--- src/rtl/mux_pkg.sv ---
// Shared helpers for the mux tree: select-width function and parameter check.
`ifndef MUX_PKG_SV
`define MUX_PKG_SV

// Elaboration-time guard: N_IN must be a power of two >= 2 and WIDTH >= 1.
`define MUX_PARAM_CHECK(n_in, width) \
  if (((n_in) < 2) || ((((n_in) & ((n_in) - 1))) != 0) || ((width) < 1)) begin : g_param_err \
    $error("mux_tree_pipe: N_IN must be a power of two >= 2 and WIDTH must be >= 1"); \
  end

package mux_pkg;

  // log2 of a power of two: number of select bits needed to address n inputs.
  function automatic int unsigned sel_bits(input int unsigned n);
    int unsigned r;
    r = 0;
    for (int unsigned i = 0; i < 32; i++) begin
      if ((64'd1 << i) < 64'(n)) r = i + 1;
    end
    return r;
  endfunction

endpackage

`endif

--- src/rtl/mux_tree_pipe_if.sv ---
// Producer/consumer handshake bundle for the mux tree.
interface mux_tree_pipe_if #(
  parameter int unsigned WIDTH = 8,
  parameter int unsigned N_IN  = 4
);
  localparam int unsigned SEL_W = mux_pkg::sel_bits(N_IN);

  logic                    in_valid;
  logic                    in_ready;
  logic [N_IN*WIDTH-1:0]   in_data;
  logic [SEL_W-1:0]        in_sel;
  logic                    out_valid;
  logic                    out_ready;
  logic [WIDTH-1:0]        out_data;
  logic [SEL_W-1:0]        out_sel;

  // Environment side: drives the producers' beat and the consumer's ready.
  modport master (
    output in_valid, in_data, in_sel, out_ready,
    input  in_ready, out_valid, out_data, out_sel
  );

  // Block side.
  modport slave (
    input  in_valid, in_data, in_sel, out_ready,
    output in_ready, out_valid, out_data, out_sel
  );
endinterface

--- src/rtl/mux_tree_level.sv ---
// One combinational tree level: NODES 2:1 muxes, pair (2j, 2j+1) feeds node j.
module mux_tree_level #(
  parameter int unsigned NODES = 1,
  parameter int unsigned WIDTH = 8
) (
  input  logic [2*NODES*WIDTH-1:0] pairs,
  input  logic                     sel,
  output logic [NODES*WIDTH-1:0]   reduced_c
);

  // sel = 0 picks the even member of each pair, sel = 1 the odd one.
  always_comb begin
    reduced_c = '0;
    for (int unsigned j = 0; j < NODES; j++) begin
      reduced_c[j*WIDTH +: WIDTH] = sel ? pairs[(2*j+1)*WIDTH +: WIDTH]
                                        : pairs[(2*j)*WIDTH +: WIDTH];
    end
  end

endmodule

--- src/rtl/mux_tree_pipe.sv ---
// Pipelined N:1 mux tree with valid/ready on both sides and a global stall.
module mux_tree_pipe
  import mux_pkg::*;
#(
  parameter int unsigned WIDTH = 8,
  parameter int unsigned N_IN  = 4,
  parameter int unsigned PIPE  = 1
) (
  input logic             clk,
  input logic             rst_n,
  mux_tree_pipe_if.slave  bus
);

  localparam int unsigned LEVELS = sel_bits(N_IN);
  localparam int unsigned SEL_W  = LEVELS;

  `MUX_PARAM_CHECK(N_IN, WIDTH)

  logic adv;

  // The whole pipe moves together: it advances unless the output is stuck.
  assign adv         = !bus.out_valid || bus.out_ready;
  assign bus.in_ready = adv;

  // Each level carries the original select; bit k of it is the remaining
  // select bit consumed at level k, so the unconsumed bits travel with the data.
  for (genvar k = 0; k < LEVELS; k++) begin : g_lvl
    localparam int unsigned NODES = N_IN >> (k + 1);

    logic                     src_valid;
    logic [2*NODES*WIDTH-1:0] src_data;
    logic [SEL_W-1:0]         src_sel;
    logic [NODES*WIDTH-1:0]   red_c;
    logic                     q_valid;
    logic [NODES*WIDTH-1:0]   q_data;
    logic [SEL_W-1:0]         q_sel;

    if (k == 0) begin : g_src_in
      assign src_valid = bus.in_valid;
      assign src_data  = bus.in_data;
      assign src_sel   = bus.in_sel;
    end else begin : g_src_prev
      assign src_valid = g_lvl[k-1].q_valid;
      assign src_data  = g_lvl[k-1].q_data;
      assign src_sel   = g_lvl[k-1].q_sel;
    end

    mux_tree_level #(
      .NODES (NODES),
      .WIDTH (WIDTH)
    ) u_level (
      .pairs     (src_data),
      .sel       (src_sel[k]),
      .reduced_c (red_c)
    );

    if ((PIPE != 0) || (k == LEVELS - 1)) begin : g_reg
      // Stage register: valid always follows on advance, payload only for real beats.
      always_ff @(posedge clk or negedge rst_n) begin
        if (!rst_n) begin
          q_valid <= 1'b0;
          q_data  <= '0;
          q_sel   <= '0;
        end else if (adv) begin
          q_valid <= src_valid;
          if (src_valid) begin
            q_data <= red_c;
            q_sel  <= src_sel;
          end
        end
      end
    end else begin : g_comb
      assign q_valid = src_valid;
      assign q_data  = red_c;
      assign q_sel   = src_sel;
    end
  end

  assign bus.out_valid = g_lvl[LEVELS-1].q_valid;
  assign bus.out_data  = g_lvl[LEVELS-1].q_data;
  assign bus.out_sel   = g_lvl[LEVELS-1].q_sel;

endmodule
--- src/flat_wrapper.sv ---
// flat-port wrapper written by rule: the top's interface ports become plain ports
module mux_tree_pipe_flat import mux_pkg::*;
#(
  parameter int unsigned WIDTH = 8,
  parameter int unsigned N_IN  = 4,
  parameter int unsigned PIPE  = 1
)
  (clk, rst_n, bus_in_valid, bus_in_data, bus_in_sel, bus_out_ready, bus_in_ready, bus_out_valid, bus_out_data, bus_out_sel);
  mux_tree_pipe_if #(.WIDTH(WIDTH), .N_IN(N_IN)) bus_i ();
  input logic clk;
  input logic rst_n;
  input wire logic [$bits(bus_i.in_valid)-1:0] bus_in_valid;
  input wire logic [$bits(bus_i.in_data)-1:0] bus_in_data;
  input wire logic [$bits(bus_i.in_sel)-1:0] bus_in_sel;
  input wire logic [$bits(bus_i.out_ready)-1:0] bus_out_ready;
  output wire logic [$bits(bus_i.in_ready)-1:0] bus_in_ready;
  output wire logic [$bits(bus_i.out_valid)-1:0] bus_out_valid;
  output wire logic [$bits(bus_i.out_data)-1:0] bus_out_data;
  output wire logic [$bits(bus_i.out_sel)-1:0] bus_out_sel;
  assign bus_i.in_valid = bus_in_valid;
  assign bus_i.in_data = bus_in_data;
  assign bus_i.in_sel = bus_in_sel;
  assign bus_i.out_ready = bus_out_ready;
  assign bus_in_ready = bus_i.in_ready;
  assign bus_out_valid = bus_i.out_valid;
  assign bus_out_data = bus_i.out_data;
  assign bus_out_sel = bus_i.out_sel;
  mux_tree_pipe #(.WIDTH(WIDTH), .N_IN(N_IN), .PIPE(PIPE)) u_core (.clk(clk), .rst_n(rst_n), .bus(bus_i));
endmodule
--- config.mk ---
export PLATFORM = sky130hd
export DESIGN_NAME = mux_tree_pipe_flat
export DESIGN_NICKNAME = d
export VERILOG_FILES = /design/src/rtl/mux_pkg.sv /design/src/rtl/mux_tree_pipe_if.sv /design/src/rtl/mux_tree_level.sv /design/src/rtl/mux_tree_pipe.sv /design/src/flat_wrapper.sv
export SDC_FILE = /design/constraint.sdc
export NUM_CORES = 1
export LEC_CHECK = 0
export ABC_AREA = 1
export BUFFER_PORTS_ARGS = -buffer_cell sky130_fd_sc_hd__buf_2
export CAP_MARGIN = 0
export CORE_MARGIN = 2
export CORE_UTILIZATION = 30
export DETAILED_ROUTE_END_ITERATION = 12
export RECOVER_POWER = 50
export SLEW_MARGIN = 20
export SYNTH_ARGS = -nofsm -noshare
export SYNTH_HDL_FRONTEND = slang
export SYNTH_SLANG_ARGS = --single-unit
--- constraint.sdc ---
create_clock -name clk -period 1.8 [get_ports clk]
set_clock_uncertainty 0.15 [all_clocks]
set_input_delay 0 -clock clk [delete_from_list [all_inputs] [get_ports clk]]
set_output_delay 0 -clock clk [all_outputs]
set_load 0.01 [all_outputs]
# After elaboration in Yosys (flattened, before gate mapping)
# Cells that the tools add are included.
word_totals:
  word_cells: 13
  romBits: 0
  inputBits: 38
  memories: 0
  latchBits: 0
  register_bits: 30
  mem_bits_rw: 0
classes:
  n_mux: 3
  n_bitwise: 0
  n_eq_ne: 0
  order_cmp: 0
  n_mul: 0
  shift: 0
  div_mod_pow: 0
  add_sub_neg: 0
  n_reduce_logical: 4
op_table:
  columns: ["operator", "n"]
  rows:
  - ["$mux W8", 3]
  - ["$reduce_and A2 Y1", 2]
  - ["$logic_not A1 Y1", 1]
  - ["$logic_or A1 B1 Y1", 1]

# Longest topological paths before layout
# Gate-level depths: netlist of the first run.
logic_depth:
  word_depth: 3
  depth_mapped: 7
  ltp_nobuf: 5

# Hierarchy
# Synthesis of the first run repeated with hierarchy kept, for this count alone.
unflattened:
  hier_cells: 206
  hier_area_um2: 1561.5
modules_own_cells:
  columns: ["mod", "area_per_inst_um2", "cells_each", "instances"]
  rows:
  - ["mux_tree_pipe", 1212.4, 128, 1]
  - ["mux_tree_level at u_core.g_lvl[0].u_level", 244.0, 52, 1]
  - ["mux_tree_level at u_core.g_lvl[1].u_level", 105.1, 26, 1]

# Worst setup path after synthesis of the first run
# OpenSTA, ideal clock, no wires.
synth_timing:
  path_type: "register -> register"
  from: "register u_core.g_lvl[1].q_valid (netlist: u_core.bus.out_valid)"
  to: "register u_core.g_lvl[0].q_data[10]"
  arrival_time_ps: 962
  required_time_ps: 1534
  path_buffers: 1
  path_slack_ps: 571
  setup_time_ps: 116
  path_stages_with_launch: 6
  cell_sequence: "dfrtp_1 nand2_4 nand2_4 buf_8 nand2_1 nand2_1"
synth_via:
  elab_chain_cells: 3
synth_lines:
  columns: ["item", "line", "text"]
  rows:
  - ["start: declaration", "mux_tree_pipe.sv:34", "logic q_valid;"]
  - ["start signal: assignment", "mux_tree_pipe.sv:65", "q_valid <= src_valid;"]
  - ["$logic_not A1 Y1", "mux_tree_pipe.sv:22", "assign adv = !bus.out_valid || bus.out_ready;"]
  - ["$logic_or A1 B1 Y1", "mux_tree_pipe.sv:22", null]
  - ["via bus_in_ready", "flat_wrapper.sv:16", "output wire logic [$bits(bus_i.in_ready)-1:0] bus_in_ready;"]
  - ["$reduce_and A2 Y1 (no source line)", null, null]
  - ["end signal: assignment", "mux_tree_pipe.sv:67", "q_data <= red_c;"]
  - ["end: declaration", "mux_tree_pipe.sv:35", "logic [NODES*WIDTH-1:0] q_data;"]
# The timed path passes the listed nets, and every way through them passes these cells.
# A chain may end at the register's enable or synchronous reset.

# Final worst setup path of the first run
layout_timing:
  from: "register u_core.g_lvl[1].q_valid (netlist: u_core.bus.out_valid)"
  to: "register u_core.g_lvl[0].q_sel[1]"
layout_via:
  elab_chain_cells: 3
layout_lines:
  columns: ["item", "line", "text"]
  rows:
  - ["$logic_not A1 Y1", "mux_tree_pipe.sv:22", null]
  - ["$logic_or A1 B1 Y1", "mux_tree_pipe.sv:22", null]
  - ["$reduce_and A2 Y1 (no source line)", null, null]
  - ["end signal: assignment", "mux_tree_pipe.sv:68", "q_sel <= src_sel;"]
  - ["end: declaration", "mux_tree_pipe.sv:36", "logic [SEL_W-1:0] q_sel;"]
# No other way between the ends.

==> flow_summary.ini, run 1 <==
[final_layout]
mostFrequentLayoutCell = nand2_1
multi_input_area_um2 = 653
area_growth_pct = 49.1
layout_common_cells = 153 x nand2_1, 38 x buf_2, 37 x dlygate4sd3_1, 30 x dfrtp_1, 10 x clkbuf_1
fillers = 480
fin_util_pct = 46.6
drive_gt1_share_pct = 17.5
regArea_um2 = 751
diodes = 0
fin_nets = 330

[worst_setup_path]
crit_type = flop to flop
endpoint_kind = flop
cp.required_ps = 1820
cpPeakStageDelay_ps = 550
path_cells = nand2_4 > nand3_1 > dlygate4sd3_1 > nand2_1
start_kind = flop
cp_slowest_cell = dlygate4sd3_1
startpoint = u_core.bus.out_valid
critPathMaxFanout = 9
timing.rr.start = u_core.bus.out_valid
cp.arrival_ps = 1580

[grt]
grt_overflow = 0
grt.busiest_layer = met2
grt_pass1_vias = 1523
track_usage_pct = 15.7
grt_pass1_wl_um = 6580
gr-usage-met3_pct = 3.25
use_met1_pct = 19.9
antenna_found_initial = 0
grt_max_degree = 31
grt_use_met2_pct = 26.4

[drt]
num_vias = 1513
viasPerCell = 4.23
drc = 0
drt-pass1-iter-count = 4
drtAntennaViolNets = 0
drtIter0Drc = 109
wl_um = 3850
wl_per_cell_um = 10.8

[placed_design]
hpwl_um = 2440
post-place-ws_ps = 501
gp_congestion = 0.745
io_buffer_count = 49

[die]
ios = 50
start_util_pct = 31.2
die-area_um2 = 5490
coreArea_um2 = 4720
die_h_um = 74.1
row_count = 25
die_x_um = 74.1

[clock_network]
cts_tree = built
clk_pin_slew_ps = 60
post-cts-setup-buffer-count = 0
cts_inserted_buffers = 5
ctsHoldBuffers = 37
cts_resized = 0
worstSkewPairLatency_ps = 280
cts.sinks = 30
ctsLongestPathBuffers = 2
htree_levels = 2
cts_root_buffer = clkbuf_8

[power_and_ir_drop]
pwr_density_cell_nw_per_um2 = 888
peakVddDrop_mv = 0.366
p_leak_uw = 0.00124

[logic_synthesis]
ys_ff_latch = 30
synthDistinctLibCells = 12
synth_area_per_cell_um2 = 7.23
synth.yosys.warnings = 0
synth_nets = 242
synth_cells = 204
ys_seq_area_share_pct = 50.9
synth_area_um2 = 1480

[sta]
clock.fmax_mhz = 643
period_needed_ps = 1560
postLayoutSetupSlackWorst_ps = 244
holdWs_ps = 12.1
setup_tns_ps = 0
slew_headroom_pct = 50.0
final-max-slew-violation-count = 0
final_hold_viol_count = 0
setup_viol = 0
worst_pin_slew_ps = 750
min_period_over_period_pct = 86.5
rsz0062_at_grt = false

[job]
maxCapViolations = 0

[worst_hold_path]
min_from = bus_out_ready
hp-class = input port to flop

[outcome]
outcome = completed
final timing paths:
path                            slack (ps)                         to  cells after the start
worst max-delay path                   240   u_core.g_lvl[0].q_sel[1]                      4
worst min-delay path                    10       u_core.bus.out_valid                      4
worst max register to register         240   u_core.g_lvl[0].q_sel[1]                      4
worst min register to register         320      u_core.bus.out_sel[0]                      2
max in group asynchronous              840     u_core.bus.out_data[1]                      2
min in group asynchronous              180  u_core.g_lvl[0].q_data[2]                      2
flip-flops by register name, indices dropped and copies added (netlist names):
| name | flops |
|---|---|
| u_core.g_lvl.q_valid | 1 |
| u_core.bus.out_sel | 2 |
| u_core.bus.out_valid | 1 |
| u_core.g_lvl.q_sel | 2 |
| u_core.bus.out_data | 8 |
| u_core.g_lvl.q_data | 16 |
synthesized netlist by cell type:
cell,instances,share of area [%]
nand2_4,2,1.5
nand2_1,153,39
buf_8,1,1.0
inv_1,5,1.3
buf_2,3,1.0
nand3_1,4,1.4
nand2_2,1,0.42
dfrtp_1,30,51
a21oi_2,1,0.59
buf_6,2,1.5
o21ai_0,1,0.34
a21oi_4,1,1.1
power by group:
group          total, uW  internal (uW)  switching [uW]
Sequential           904            820            84.2
Combinational        528            231             297
Clock                521            294             227
Total               1950           1350             608
cells by family after synthesis:
| group | synth area share, % |
|---|---|
| AOI/OAI and AO/OA | 2.04 |
| buffers and inverters | 4.83 |
| and+or+nand+nor | 42.2 |
| DFF | 50.9 |
worst max-delay path, delay by kind of cell (launching register included):
family,cells,cell delay (ps)
buffers and inverters,1,550
flip-flops,1,480
AND/OR/NAND/NOR,3,260
layout make-up:
class | instances | share of cell area (%)
tap | 67 | 3.81
sequential | 30 | 34.1
multi-input combinational | 163 | 29.7
inverter | 5 | 0.853
clock buffer | 6 | 3.75
timing repair buffer | 87 | 27.8
through the flow:
step / cell area, um2 / power (uW) / instances
5_1_grt: 2200 / 2100 / 358
3_5_place_dp: 1760 / 1390 / 315
6_report: 2200 / 1950 / 358
2_1_floorplan: 1480 / 1200 / 204
4_1_cts: 2210 / 1990 / 358
3_3_place_gp: 1760 / 1380 / 315
routing by layer:
| layer | up-vias | routed length (um) |
|---|---|---|
| li1 | 786 | - |
| met1 | 681 | 1790 |
| met2 | 41 | 1820 |
| met3 | 5 | 179 |
| met4 | 0 | 59 |
| met5 | - | 0 |
Note: power is estimated with default switching activity, not from simulation.
==> run 2, diff against run 1 <==
clock period = 1.45 ns   (was 1.8 ns; I/O delays follow)
==> flow_summary.ini, run 2 (synthesis gave the netlist of run 1 again) <==
[sta]
final_hold_viol_count = 1
rsz0062_at_grt = false
final-max-slew-violation-count = 0
period_needed_ps = 1400
slew_headroom_pct = 50.4
setup_tns_ps = 0
worst_pin_slew_ps = 744
min_period_over_period_pct = 96.7
clock.fmax_mhz = 713
holdWs_ps = -2.32
setup_viol = 0

[power_and_ir_drop]
p_leak_uw = 0.00125
peakVddDrop_mv = 0.330
pwr_density_cell_nw_per_um2 = 1100

[grt]
antenna_found_initial = 0
grt_overflow = 0
grt_pass1_vias = 1513
grt.busiest_layer = met2
grt_use_met2_pct = 26.2
use_met1_pct = 19.3
grt_pass1_wl_um = 6540
grt_max_degree = 31
gr-usage-met3_pct = 3.93
track_usage_pct = 15.6

[worst_setup_path]
endpoint_kind = flop
cp.arrival_ps = 1420
crit_type = input port to flop
crit_family = buffers and inverters
start_kind = input port
critPathMaxFanout = 1
path_cells = dlygate4sd3_1 > buf_2 > nand2_1 > nand2_1 > dlygate4sd3_1 > nand2_1 > nand2_1
cp_common_cell = nand2_1
critPathBufInv = 3
cp_slowest_cell = dlygate4sd3_1
cp.required_ps = 1470
cpPeakStageDelay_ps = 550

[drt]
viasPerCell = 4.14
num_vias = 1489
wl_per_cell_um = 10.6
wl_um = 3810
drt-pass1-iter-count = 4
drc = 0
drtAntennaViolNets = 0
drtIter0Drc = 59

[placed_design]
hpwl_um = 2350
gp_congestion = 0.726
io_buffer_count = 49

[outcome]
violations = hold timing
outcome = finished with violations

[clock_network]
worstSkewPairLatency_ps = 280
clk_pin_slew_ps = 60
post-cts-setup-buffer-count = 0
ctsLongestPathBuffers = 2
cts_tree = built
htree_levels = 2
cts.sinks = 30
cts_inserted_buffers = 5
cts_root_buffer = clkbuf_8

[final_layout]
regMostFlops = u_core.g_lvl.q_data
largest_reg_flops = 16
mostFrequentLayoutCell = nand2_1
diodes = 0
drive_gt1_share_pct = 18.1
fin_nets = 330
layout_common_cells = 153 x nand2_1, 37 x buf_2, 36 x dlygate4sd3_1, 30 x dfrtp_1, 11 x clkbuf_1
area_growth_pct = 49.7

[worst_hold_path]
hp-class = input port to flop

[job]
maxCapViolations = 0

[die]
ios = 50
die_h_um = 74.1
start_util_pct = 31.2
die_x_um = 74.1
coreArea_um2 = 4720
die-area_um2 = 5490
row_count = 25
## run 2: cell types whose count changed in the layout (fill, tap and decap cells not counted)
cell           previous run  this run
buf_2                    38        37
clkbuf_1                 10        11
buf_4                     1         2
dlygate4sd3_1            37        36
clkinv_2                  0         1
clkbuf_4                  0         1
## run 2: routing by layer
layer / vias up / part of all wire [%]
met4: 0 / 1.7
met1: 653 / 46
met2: 43 / 47
met3: 5 / 4.4
met5: - / 0
li1: 788 / -
## run 2: path summary, 6_finish.rpt
path	startpoint	to	slack, ps	cells past startpoint
worst max-delay path	bus_in_data[22]	u_core.g_lvl[0].q_data[14]	50	7
worst min-delay path	bus_in_sel[0]	u_core.g_lvl[0].q_sel[0]	-2	3
worst max register to register	u_core.bus.out_valid	u_core.g_lvl[0].q_data[7]	220	3
worst min register to register	u_core.bus.out_sel[0]	u_core.bus.out_sel[0]	320	2
max in group asynchronous	rst_n	u_core.bus.out_data[2]	480	2
min in group asynchronous	rst_n	u_core.g_lvl[0].q_data[1]	190	2
## run 2: per-stage QoR
step / utilization [%] / instances / area, um2 / power (uW) / worst slack [ps]
global route: 46.8 / 360 / 2210 / 2630 / 5.22
floorplan: - / 204 / 1480 / 1490 / 221
detailed placement: 37.4 / 316 / 1770 / 1720 / 205
global placement: 37.4 / 316 / 1770 / 1710 / 231
finish: 46.8 / 360 / 2210 / 2440 / 48.3
CTS: 47.0 / 360 / 2220 / 2500 / 43.2
## run 2: area by class of cell
type,count,area (um2)
clock inverter,1,5.00
multi-input combinational,163,653
sequential,30,751
inverter,5,18.8
tap,67,83.8
timing repair buffer,87,611
clock buffer,7,86.3
fill,484,2510
## run 2: timing repair
action	4_1_cts	5_1_grt
setup endpoints to repair	0	14
hold buffers	36	8
endpoints found under the hold margin	50	8
resized for setup	0	1
## run 2: worst reg2reg max path, cell delays in order, from the launching register on
cell and delay (ps):
dfrtp_1 460, a21oi_4 400, nand2_1 100, nand2_1 70
## run 2: power breakdown
| part | internal [uW] | total [uW] | switching [uW] |
|---|---|---|---|
| sequential | 1020 | 1110 | 97.7 |
| combinational | 281 | 650 | 369 |
| clock | 382 | 674 | 292 |
